## src/rtl/gomoku_pkg.sv

```systemverilog
// Shared constants, encodings and helpers for the gomoku move-sequencing slice.
package gomoku_pkg;

   localparam int BOARD_N   = 7;
   localparam int COORD_W   = 3;
   localparam int MAX_MOVES = BOARD_N * BOARD_N;
   localparam int CNT_W     = 6;
   localparam int CELLS     = BOARD_N * BOARD_N;
   localparam int IDX_W     = 6;

   localparam logic [1:0] WIN_NONE  = 2'd0;
   localparam logic [1:0] WIN_BLACK = 2'd1;
   localparam logic [1:0] WIN_WHITE = 2'd2;

   localparam logic COLOR_BLACK = 1'b0;
   localparam logic COLOR_WHITE = 1'b1;

   localparam logic [COORD_W-1:0] CURSOR_HOME = COORD_W'(3);

   typedef enum logic [1:0] {
      S_WAIT  = 2'd0,
      S_ISSUE = 2'd1,
      S_CHECK = 2'd2,
      S_OVER  = 2'd3
   } state_t;

   // Opposing requests on one axis cancel; otherwise step with wraparound.
   function automatic logic [COORD_W-1:0] step_coord(input logic [COORD_W-1:0] c,
                                                     input logic inc,
                                                     input logic dec);
      logic [COORD_W-1:0] r;
      r = c;
      if (inc && !dec) begin
         r = (c == COORD_W'(BOARD_N-1)) ? '0 : c + 1'b1;
      end else if (dec && !inc) begin
         r = (c == '0) ? COORD_W'(BOARD_N-1) : c - 1'b1;
      end
      return r;
   endfunction

   function automatic logic [IDX_W-1:0] cell_idx(input logic [COORD_W-1:0] row,
                                                 input logic [COORD_W-1:0] col);
      return IDX_W'(row) * IDX_W'(BOARD_N) + IDX_W'(col);
   endfunction

endpackage

```

## src/rtl/move_controller_if.sv

```systemverilog
// Button/board-side signal bundle of the move controller.
interface move_controller_if;
   import gomoku_pkg::*;

   logic                btn_up;
   logic                btn_down;
   logic                btn_left;
   logic                btn_right;
   logic                btn_place;
   logic [1:0]          win_state;
   logic                go;
   logic [COORD_W-1:0]  x;
   logic [COORD_W-1:0]  y;
   logic                color;
   logic [COORD_W-1:0]  cursor_x;
   logic [COORD_W-1:0]  cursor_y;
   logic [CNT_W-1:0]    move_count;
   logic                illegal;
   logic                game_over;
   logic [1:0]          winner;
   logic                draw;

   modport master (
      output btn_up, btn_down, btn_left, btn_right, btn_place, win_state,
      input  go, x, y, color, cursor_x, cursor_y, move_count,
             illegal, game_over, winner, draw
   );

   modport slave (
      input  btn_up, btn_down, btn_left, btn_right, btn_place, win_state,
      output go, x, y, color, cursor_x, cursor_y, move_count,
             illegal, game_over, winner, draw
   );

endinterface

```

## src/rtl/move_controller_rise_detect.sv

```systemverilog
// Rising-edge detector for one pre-debounced button level.
module rise_detect (
   input  logic clk,
   input  logic resetn,
   input  logic in_lvl,
   output logic rise
);

   logic prev_q;
   logic prev_d;

   always_comb prev_d = in_lvl;

   always_ff @(posedge clk) begin
      if (!resetn) prev_q <= 1'b0;
      else         prev_q <= prev_d;
   end

   assign rise = in_lvl & ~prev_q;

endmodule

```

## src/rtl/move_controller.sv

```systemverilog
// Turn sequencer: cursor, place, legality, colour alternation and win/draw latch.
//   state   | meaning
//   S_WAIT  | cursor moves; place edge on empty cell latches the move
//   S_ISSUE | go high one cycle; occupancy and move count update
//   S_CHECK | board has loaded the stone; sample win_state
//   S_OVER  | win or draw decided; frozen until reset
module move_controller
   import gomoku_pkg::*;
(
   input  logic               clk,
   input  logic               resetn,
   move_controller_if.slave   bus
);

   logic rise_up, rise_down, rise_left, rise_right, rise_place;

   rise_detect u_rd_up    (.clk(clk), .resetn(resetn), .in_lvl(bus.btn_up),    .rise(rise_up));
   rise_detect u_rd_down  (.clk(clk), .resetn(resetn), .in_lvl(bus.btn_down),  .rise(rise_down));
   rise_detect u_rd_left  (.clk(clk), .resetn(resetn), .in_lvl(bus.btn_left),  .rise(rise_left));
   rise_detect u_rd_right (.clk(clk), .resetn(resetn), .in_lvl(bus.btn_right), .rise(rise_right));
   rise_detect u_rd_place (.clk(clk), .resetn(resetn), .in_lvl(bus.btn_place), .rise(rise_place));

   state_t              state_q, state_d;
   logic [COORD_W-1:0]  cursor_x_q, cursor_x_d;
   logic [COORD_W-1:0]  cursor_y_q, cursor_y_d;
   logic [COORD_W-1:0]  x_q, x_d;
   logic [COORD_W-1:0]  y_q, y_d;
   logic                color_q, color_d;
   logic [CNT_W-1:0]    move_count_q, move_count_d;
   logic                go_q, go_d;
   logic                illegal_q, illegal_d;
   logic                game_over_q, game_over_d;
   logic [1:0]          winner_q, winner_d;
   logic                draw_q, draw_d;
   logic [CELLS-1:0]    occ_q, occ_d;

   logic [1:0] win_eff;
   logic       cursor_occupied;
   logic       board_full;
   logic       has_winner;

   // Encoding 3 is reserved by the board and never counts as a win.
   assign win_eff         = (bus.win_state == 2'd3) ? WIN_NONE : bus.win_state;
   assign has_winner      = (win_eff == WIN_BLACK) || (win_eff == WIN_WHITE);
   assign cursor_occupied = occ_q[cell_idx(cursor_x_q, cursor_y_q)];
   assign board_full      = (move_count_q == CNT_W'(MAX_MOVES));

   always_ff @(posedge clk) begin
      if (!resetn) state_q <= S_WAIT;
      else         state_q <= state_d;
   end

   always_comb begin
      state_d = state_q;
      case (state_q)
         S_WAIT:  if (rise_place && !cursor_occupied) state_d = S_ISSUE;
         S_ISSUE: state_d = S_CHECK;
         S_CHECK: state_d = (has_winner || board_full) ? S_OVER : S_WAIT;
         S_OVER:  state_d = S_OVER;
         default: state_d = S_WAIT;
      endcase
   end

   always_comb begin
      cursor_x_d   = cursor_x_q;
      cursor_y_d   = cursor_y_q;
      x_d          = x_q;
      y_d          = y_q;
      color_d      = color_q;
      move_count_d = move_count_q;
      illegal_d    = 1'b0;
      game_over_d  = game_over_q;
      winner_d     = winner_q;
      draw_d       = draw_q;
      occ_d        = occ_q;
      go_d         = (state_d == S_ISSUE);
      case (state_q)
         S_WAIT: begin
            // The move uses the cursor as it stood before any same-cycle step.
            if (rise_place) begin
               if (cursor_occupied) begin
                  illegal_d = 1'b1;
               end else begin
                  x_d = cursor_x_q;
                  y_d = cursor_y_q;
               end
            end
            cursor_x_d = step_coord(cursor_x_q, rise_right, rise_left);
            cursor_y_d = step_coord(cursor_y_q, rise_down, rise_up);
         end
         S_ISSUE: begin
            occ_d[cell_idx(x_q, y_q)] = 1'b1;
            if (!board_full) move_count_d = move_count_q + 1'b1;
         end
         S_CHECK: begin
            if (has_winner) begin
               winner_d    = win_eff;
               game_over_d = 1'b1;
            end else if (board_full) begin
               draw_d      = 1'b1;
               game_over_d = 1'b1;
            end else begin
               color_d = ~color_q;
            end
         end
         default: ;
      endcase
   end

   always_ff @(posedge clk) begin
      if (!resetn) begin
         cursor_x_q   <= CURSOR_HOME;
         cursor_y_q   <= CURSOR_HOME;
         x_q          <= '0;
         y_q          <= '0;
         color_q      <= COLOR_BLACK;
         move_count_q <= '0;
         go_q         <= 1'b0;
         illegal_q    <= 1'b0;
         game_over_q  <= 1'b0;
         winner_q     <= WIN_NONE;
         draw_q       <= 1'b0;
         occ_q        <= '0;
      end else begin
         cursor_x_q   <= cursor_x_d;
         cursor_y_q   <= cursor_y_d;
         x_q          <= x_d;
         y_q          <= y_d;
         color_q      <= color_d;
         move_count_q <= move_count_d;
         go_q         <= go_d;
         illegal_q    <= illegal_d;
         game_over_q  <= game_over_d;
         winner_q     <= winner_d;
         draw_q       <= draw_d;
         occ_q        <= occ_d;
      end
   end

   assign bus.go         = go_q;
   assign bus.x          = x_q;
   assign bus.y          = y_q;
   assign bus.color      = color_q;
   assign bus.cursor_x   = cursor_x_q;
   assign bus.cursor_y   = cursor_y_q;
   assign bus.move_count = move_count_q;
   assign bus.illegal    = illegal_q;
   assign bus.game_over  = game_over_q;
   assign bus.winner     = winner_q;
   assign bus.draw       = draw_q;

endmodule
```

## src/flat_wrapper.sv

```systemverilog
// flat-port wrapper written by rule: the top's interface ports become plain ports
module move_controller_flat import gomoku_pkg::*;
  (clk, resetn, bus_btn_up, bus_btn_down, bus_btn_left, bus_btn_right, bus_btn_place, bus_win_state, bus_go, bus_x, bus_y, bus_color, bus_cursor_x, bus_cursor_y, bus_move_count, bus_illegal, bus_game_over, bus_winner, bus_draw);
  move_controller_if bus_i ();
  input  logic clk;
  input  logic resetn;
  input wire logic [$bits(bus_i.btn_up)-1:0] bus_btn_up;
  input wire logic [$bits(bus_i.btn_down)-1:0] bus_btn_down;
  input wire logic [$bits(bus_i.btn_left)-1:0] bus_btn_left;
  input wire logic [$bits(bus_i.btn_right)-1:0] bus_btn_right;
  input wire logic [$bits(bus_i.btn_place)-1:0] bus_btn_place;
  input wire logic [$bits(bus_i.win_state)-1:0] bus_win_state;
  output wire logic [$bits(bus_i.go)-1:0] bus_go;
  output wire logic [$bits(bus_i.x)-1:0] bus_x;
  output wire logic [$bits(bus_i.y)-1:0] bus_y;
  output wire logic [$bits(bus_i.color)-1:0] bus_color;
  output wire logic [$bits(bus_i.cursor_x)-1:0] bus_cursor_x;
  output wire logic [$bits(bus_i.cursor_y)-1:0] bus_cursor_y;
  output wire logic [$bits(bus_i.move_count)-1:0] bus_move_count;
  output wire logic [$bits(bus_i.illegal)-1:0] bus_illegal;
  output wire logic [$bits(bus_i.game_over)-1:0] bus_game_over;
  output wire logic [$bits(bus_i.winner)-1:0] bus_winner;
  output wire logic [$bits(bus_i.draw)-1:0] bus_draw;
  assign bus_i.btn_up = bus_btn_up;
  assign bus_i.btn_down = bus_btn_down;
  assign bus_i.btn_left = bus_btn_left;
  assign bus_i.btn_right = bus_btn_right;
  assign bus_i.btn_place = bus_btn_place;
  assign bus_i.win_state = bus_win_state;
  assign bus_go = bus_i.go;
  assign bus_x = bus_i.x;
  assign bus_y = bus_i.y;
  assign bus_color = bus_i.color;
  assign bus_cursor_x = bus_i.cursor_x;
  assign bus_cursor_y = bus_i.cursor_y;
  assign bus_move_count = bus_i.move_count;
  assign bus_illegal = bus_i.illegal;
  assign bus_game_over = bus_i.game_over;
  assign bus_winner = bus_i.winner;
  assign bus_draw = bus_i.draw;
  move_controller u_core (.clk(clk), .resetn(resetn), .bus(bus_i));
endmodule
```

## config.mk

```make
export PLATFORM = sky130hd
export DESIGN_NAME = move_controller_flat
export DESIGN_NICKNAME = d
export VERILOG_FILES = /design/src/rtl/gomoku_pkg.sv /design/src/rtl/move_controller_if.sv /design/src/rtl/move_controller_rise_detect.sv /design/src/rtl/move_controller.sv /design/src/flat_wrapper.sv
export SDC_FILE = /design/constraint.sdc
export NUM_CORES = 1
export LEC_CHECK = 0
export ABC_AREA = 1
export BUFFER_PORTS_ARGS = -buffer_cell sky130_fd_sc_hd__buf_2
export CAP_MARGIN = 30
export CORE_MARGIN = 4
export CORE_UTILIZATION = 62
export CTS_BUF_LIST = sky130_fd_sc_hd__clkbuf_4 sky130_fd_sc_hd__clkbuf_8
export DETAILED_ROUTE_END_ITERATION = 6
export MAX_ROUTING_LAYER = met4
export PLACE_DENSITY_LB_ADDON = 0.05
export REMOVE_ABC_BUFFERS = 1
export SYNTH_ARGS = -nofsm -noshare
export SYNTH_HDL_FRONTEND = slang
export SYNTH_SLANG_ARGS = --single-unit
```

## constraint.sdc

```tcl
create_clock -name clk -period 4.1 [get_ports clk]
set_input_delay 0 -clock clk [delete_from_list [all_inputs] [get_ports clk]]
set_output_delay 0 -clock clk [all_outputs]
set_load 0.02 [all_outputs]
```

==> qor.txt, run 1 <==
dominant cell type by area after synthesis = dfxtp_1
CTS resizes = 0
Chip Height = 92.5 um
via count of the first global-routing pass = 3642
worst hold path class = in -> reg
count of different cell masters after synthesis = 32
clock root buffer master = clkbuf_8
total number of vias = 3888
area of the die = 0.00856 mm^2
first-pass GRT wire length = 16800 um
die width = 92.5 um
initial cell density of the core = 64.5%
WP data arrival = 3.83 ns
routed length per instance = 13.2 um
final-layout setup total negative slack = 0 ns
Antenna diodes = 0
headroom to the max-slew limit = 34.1%
crit end category = flop
minimum clock period = 3.54 ns
cell types with the highest counts after synthesis = 149 x nand2_1, 110 x inv_1, 81 x dfxtp_1
data required time at the worst endpoint = 4.39 ns
final antenna-violating net count = 0
Clock Sink Count = 81
final number of setup-violating endpoints = 0
number of iterations in the first detailed-routing pass = 4
run status = complete, no violations
final-stage net count = 696
area growth from synthesis to final layout = 11.9%
f_max = 0.282 GHz
clock edge transition at the registers on the reported setup and hold paths = 0.08 ns
critical path type = reg -> reg
Period Utilization, post-route = 86.4%
violation count after the first detailed-routing iteration = 161
depth of the CTS H-tree = 3
antenna violations before repair = 0
library cell contributing the largest single delay on the critical path = dfxtp_1
maximum number of pins on one net before global-route repair = 60
portion of the post-synthesis area used by sequential elements = 36.6%
clock latency reported for the late side of the worst-skew pair = 0.35 ns
reported leakage power = 2.32 nW
worst setup skew after layout = 0.00653 ns
largest stage delay on the critical path = 0.51 ns
max-cap violations = 0
crit path max fanout = 9
drt total wl = 9800 um
series of cell instances along the critical path = fa_1 > inv_1 > fa_1 > fa_1 > xnor2_1 > inv_1 > nand3_1 > nand2_1 > nand2_1 > nand2_1 > nand2_1 > nand3_1 > nand2_1 > inv_1 > nor2_1
number of clock buffers inserted by TritonCTS = 9
Critical Path Start Type = flop
final number of hold-violating endpoints = 0
fraction of layout instances using a drive strength above 1 = 10.3%
setup repair after global routing missed its margin = false
average cell area after synthesis = 7.28 um^2
post-layout total power = 0.00373 W
number of top-level pins = 34
fraction of registers with async set/reset = 0%
Post-CTS Setup Inserts = 0
vias per inst = 5.22
Syn Inst Count = 609
Clock Tree Buf Depth = 2
main area contributors after synthesis = dfxtp_1 37%, nand2_1 13%, ha_1 9.6%, inv_1 9.3%, a21oi_1 7.8%
number of synthesis warnings = 0
Top cell by count, worst path = nand2_1
power density over cell area = 752 mW/mm^2
Post-CTS Hold Fix Bufs = 5
CTS tree = yes
Post-synth EDFFs = 0
leftover overflow at the end of global routing = 0
placeable core region = 0.00687 mm^2
proportion of netlist area held by the largest area contributor = 36.6%
std cell rows = 30
Final Max Slew Viols = 0
detailed-placement wirelength estimate = 6920 um
Synth Register Bits = 81
final RePlAce weighted congestion = 0.851
DRC violation count after routing = 0
top-count cell post-synth = nand2_1
overall global routing resource usage = 25.1%
IR Drop Worst-Case VDD = 444 uV
Port Buf Inserts = 33
netlist area before placement = 0.00443 mm^2
dominant register cell in the synthesized netlist = dfxtp_1
worst-margin pin slew = 0.986 ns
## cell usage in the layout (no fill, tap or decap), types with 2 or more instances in the layout
cell,count
ha_1,34
xor2_4,2
o211ai_1,6
buf_4,3
bufinv_16,3
inv_2,3
nand2_1,149
buf_2,33
nor3_4,4
nor3_1,3
o21ai_0,14
fa_1,8
a21oi_1,69
dfxtp_1,81
nor2_4,2
nor2_1,31
nand4_1,2
xnor2_1,2
dlygate4sd3_1,5
clkbuf_8,10
o22ai_1,2
nand3_1,60
inv_1,110
## per-layer routing
| metal | global-route usage [%] | vias to the layer above | wire length [um] |
|---|---|---|---|
| li1 | - | 1984 | - |
| met1 | 30.8 | 1779 | 4170 |
| met2 | 41.7 | 106 | 4890 |
| met3 | 3.17 | 19 | 486 |
| met4 | 11.0 | 0 | 259 |
| met5 | - | - | 0 |
## state kept, by name, summed over array words and instances, names as in the netlist, 2 cells and up
name and flops:
u_core.bus.y 3, u_core.bus.move_count 6, u_core.bus.winner 2, u_core.bus.cursor_x 3
u_core.bus.x 3, u_core.occ_q 49, u_core.bus.cursor_y 3, u_core.state_q 2
## through the flow
stage                     setup slack (ns)  cells  hold slack (ns)  cell area [um^2]  util (%)
after detailed placement             0.631    725            0.197              4670      67.9
after floorplan                      0.805    593           0.0935              4360         -
final                                0.559    745           0.0524              4960      72.2
after global placement               0.754    725            0.192              4670      67.9
after global routing                 0.282    745           0.0938              4960      72.2
after CTS                            0.580    745           0.0419              4960      72.2
## power by group
group          leakage [nW]  internal [W]  switching [W]  total [W]
Clock                 0.122      0.000418       0.000290   0.000708
Combinational          1.54      0.000699        0.00141    0.00211
Sequential            0.657      0.000847      0.0000637   0.000911
## final cells by class
type                       count  area (um^2)
clock buffer                  10          138
clock inverter                 5          104
fill                         591         1910
tap                           96          120
multi-input combinational    398         2310
inverter                     114          430
sequential                    81         1620
timing repair buffer          41          238
## worst paths after layout
kind | startpoint | to | slack [ns] | cells past startpoint
worst max-delay path | u_core.bus.cursor_x[2] | u_core.bus.y[1] | 0.56 | 15
worst min-delay path | bus_win_state[1] | u_core.bus.draw | 0.05 | 4
worst max register to register | u_core.bus.cursor_x[2] | u_core.bus.y[1] | 0.56 | 15
worst min register to register | u_core.occ_q[9] | u_core.occ_q[9] | 0.46 | 2
## cells by family after synthesis
family          share of synthesized area (%)
simple gates                             25.3
flops                                    36.6
compound gates                           11.5
xor+xnor                                 2.00
buf+inv                                  11.3
fa+ha+maj                                13.2
## worst max-delay path: cells and delay by family, from the launching register on
kind	cells	cell delay (ns)
fa+ha+maj	3	1.41
xor+xnor	1	0.39
flops	1	0.51
buf+inv	3	0.29
simple gates	8	0.87
(Power assumes the default switching activity.)
==> run 2, diff against run 1 <==
--- a/config.mk
+++ b/config.mk
@@ -9,7 +9,7 @@
 export BUFFER_PORTS_ARGS = -buffer_cell sky130_fd_sc_hd__buf_2
 export CAP_MARGIN = 30
 export CORE_MARGIN = 4
-export CORE_UTILIZATION = 62
+export CORE_UTILIZATION = 40
 export CTS_BUF_LIST = sky130_fd_sc_hd__clkbuf_4 sky130_fd_sc_hd__clkbuf_8
 export DETAILED_ROUTE_END_ITERATION = 6
 export MAX_ROUTING_LAYER = met4
==> run 2 against run 1 <==
  * Global-route usage decreased by 6.6 points
  * First-iteration DRC count increased by 49%
  * Sequential power about the same
  * Clock power decreased by 7.9%
  * Sequential cell count unchanged
  * Worst hold slack got worse by 0.015 ns
  * Clock skew increased by 0.00060 ns
  * Count of clock-buffer cells in the layout unchanged
  * Combinational power decreased by 3%
  * Critical path type unchanged
==> qor.txt, run 2 (synthesis results as in run 1) <==
run status = complete, no violations (unchanged)
max-cap violations = 0 (unchanged)
number of flip-flops in the largest register = 49 (unchanged)
setup repair after global routing missed its margin = false (unchanged)
Period Utilization, post-route = 85.5% (was 86.4%)
total number of vias = 3807 (was 3888)
final RePlAce weighted congestion = 0.843 (was 0.851)
worst setup skew after layout = 0.00713 ns (was 0.00653 ns)
Chip Height = 113 um (was 92.5 um)
fraction of layout instances using a drive strength above 1 = 10.5% (was 10.3%)
total area of multi-input combinational cells = 0.00231 mm^2 (unchanged)
final-layout setup total negative slack = 0 ns (unchanged)
final antenna-violating net count = 0 (unchanged)
leftover overflow at the end of global routing = 0 (unchanged)
end of the worst hold path = u_core.bus.draw (unchanged)
Core Util, Final = 46.1% (was 72.2%)
routed length per instance = 13.4 um (was 13.2 um)
most common cell after layout, fill and taps aside = nand2_1 (unchanged)
data required time at the worst endpoint = 4.39 ns (about the same)
number of iterations in the first detailed-routing pass = 4 (unchanged)
minimum clock period = 3.51 ns (was 3.54 ns)
final-stage net count = 696 (unchanged)
via count of the first global-routing pass = 3810 (was 3642)
detailed-placement wirelength estimate = 7540 um (was 6920 um)
setup slack after placement = 0.592 ns (was 0.631 ns)
post-layout total power = 0.00361 W (was 0.00373 W)
worst reg-to-reg path cell count = 10 (was 15)
vias per inst = 4.82 (was 5.22)
IR Drop Worst-Case VDD = 272 uV (was 444 uV)
R2R Setup Slk = 0.59 ns (was 0.56 ns)
Critical Path Start Type = flop (unchanged)
overall global routing resource usage = 18.5% (was 25.1%)
number of top-level pins = 34 (unchanged)
Antenna diodes = 0 (unchanged)
clock edge transition at the registers on the reported setup and hold paths = 0.08 ns (about the same)
first-pass GRT wire length = 18300 um (was 16800 um)
violation count after the first detailed-routing iteration = 240 (was 161)
Clock Tree Buf Depth = 2 (unchanged)
std cell rows = 38 (was 30)
headroom to the max-slew limit = 55.7% (was 34.1%)
number of clock buffers inserted by TritonCTS = 9 (unchanged)
DRC violation count after routing = 0 (unchanged)
count of cells along the worst hold path = 4 (unchanged)
critical path type = reg -> reg (unchanged)
WP data arrival = 3.79 ns (was 3.83 ns)
f_max = 0.285 GHz (was 0.282 GHz)
crit end category = flop (unchanged)
die width = 113 um (was 92.5 um)
area of the die = 0.0128 mm^2 (was 0.00856 mm^2)
launching point of the worst reg2reg path = u_core.bus.x[1] (was u_core.bus.cursor_x[2])
antenna violations before repair = 0 (unchanged)
start point of the worst min-delay path = bus_win_state[1] (unchanged)
depth of the CTS H-tree = 3 (unchanged)
clock latency reported for the late side of the worst-skew pair = 0.36 ns (was 0.35 ns)
final setup slack of the worst path = 0.594 ns (was 0.559 ns)
power density over cell area = 721 mW/mm^2 (was 752 mW/mm^2)
reported leakage power = 2.31 nW (was 2.32 nW)
commonest cells after routing, fill and taps aside = 149 x nand2_1, 110 x inv_1, 81 x dfxtp_1 (unchanged)
final-layout fill cell count = 1137 (was 591)
crit path max fanout = 8 (was 9)
RR Endpoint = u_core.occ_q[19] (was u_core.bus.y[1])
CTS tree = yes (unchanged)
Reg with most FFs = u_core.occ_q (unchanged)
Port Buf Inserts = 33 (unchanged)
Final Max Slew Viols = 0 (unchanged)
maximum number of pins on one net before global-route repair = 34 (was 60)
clock root buffer master = clkbuf_8 (unchanged)
final number of hold-violating endpoints = 0 (unchanged)
drt total wl = 10600 um (was 9800 um)
total area of sequential cells = 0.00162 mm^2 (unchanged)
initial cell density of the core = 40.9% (was 64.5%)
area growth from synthesis to final layout = 12.8% (was 11.9%)
Clock Sink Count = 81 (unchanged)
worst-margin pin slew = 0.662 ns (was 0.986 ns)
placeable core region = 0.0108 mm^2 (was 0.00687 mm^2)
final number of setup-violating endpoints = 0 (unchanged)
worst hold path class = in -> reg (unchanged)
run 2: timing repair:
action	CTS	global route
gates resized for setup	0	0
hold buffers	5	0
endpoints found under the hold margin	6	0
buffers inserted	0	0
setup endpoints to repair	0	0
run 2: stage by stage:
step	hold slack (ns)	cells	instance area, um^2
after floorplan	0.0935	593	4360
after global placement	0.192	768	4710
after detailed placement	0.197	769	4730
after CTS	0.0167	790	5000
after global routing	0.0674	790	5000
final	0.0377	790	5000
run 2: how the worst max path moves through the flow:
stage                                start                to  slack (ns)  cells past startpoint
finish                     u_core.bus.x[1]  u_core.occ_q[19]        0.59                     10
global route               u_core.bus.x[1]  u_core.occ_q[30]        0.26                     10
CTS                        u_core.bus.x[1]  u_core.occ_q[24]        0.56                     10
detailed placement         u_core.bus.x[1]  u_core.occ_q[26]        0.59                     10
global placement    u_core.bus.cursor_x[1]   u_core.bus.x[1]        0.66                     17
floorplan                  u_core.bus.x[1]  u_core.occ_q[24]        0.80                     10
run 2: cell type report:
cell class | count | area share, %
multi-input combinational | 398 | 46.2
sequential | 81 | 32.4
inverter | 114 | 8.61
timing repair buffer | 41 | 5.01
tap | 140 | 3.50
clock buffer | 10 | 2.63
clock inverter | 6 | 1.65
run 2: per-layer routing:
layer	routed length [um]	global-route usage [%]	part of all wire, %	vias up
met4	379	9.29	3.6	0
met1	5060	22.6	48	1702
met2	4720	29.1	44	84
li1	-	-	-	1989
met3	461	3.69	4.3	32
met5	0	-	0	-
run 2: report_power, final:
| part | switching (W) | total, W | internal (W) |
|---|---|---|---|
| sequential | 0.0000667 | 0.000914 | 0.000847 |
| clock | 0.000306 | 0.000652 | 0.000347 |
| combinational | 0.00136 | 0.00204 | 0.000680 |
| total | 0.00173 | 0.00361 | 0.00187 |
run 2: critical path, cell delays in order, from the launching register on:
cell	delay, ns
dfxtp_1	0.48
fa_1	0.49
fa_1	0.53
fa_1	0.53
a21oi_1	0.19
o21bai_1	0.11
xnor2_2	0.32
inv_1	0.21
nor3_4	0.34
nand2_1	0.09
a21oi_1	0.14
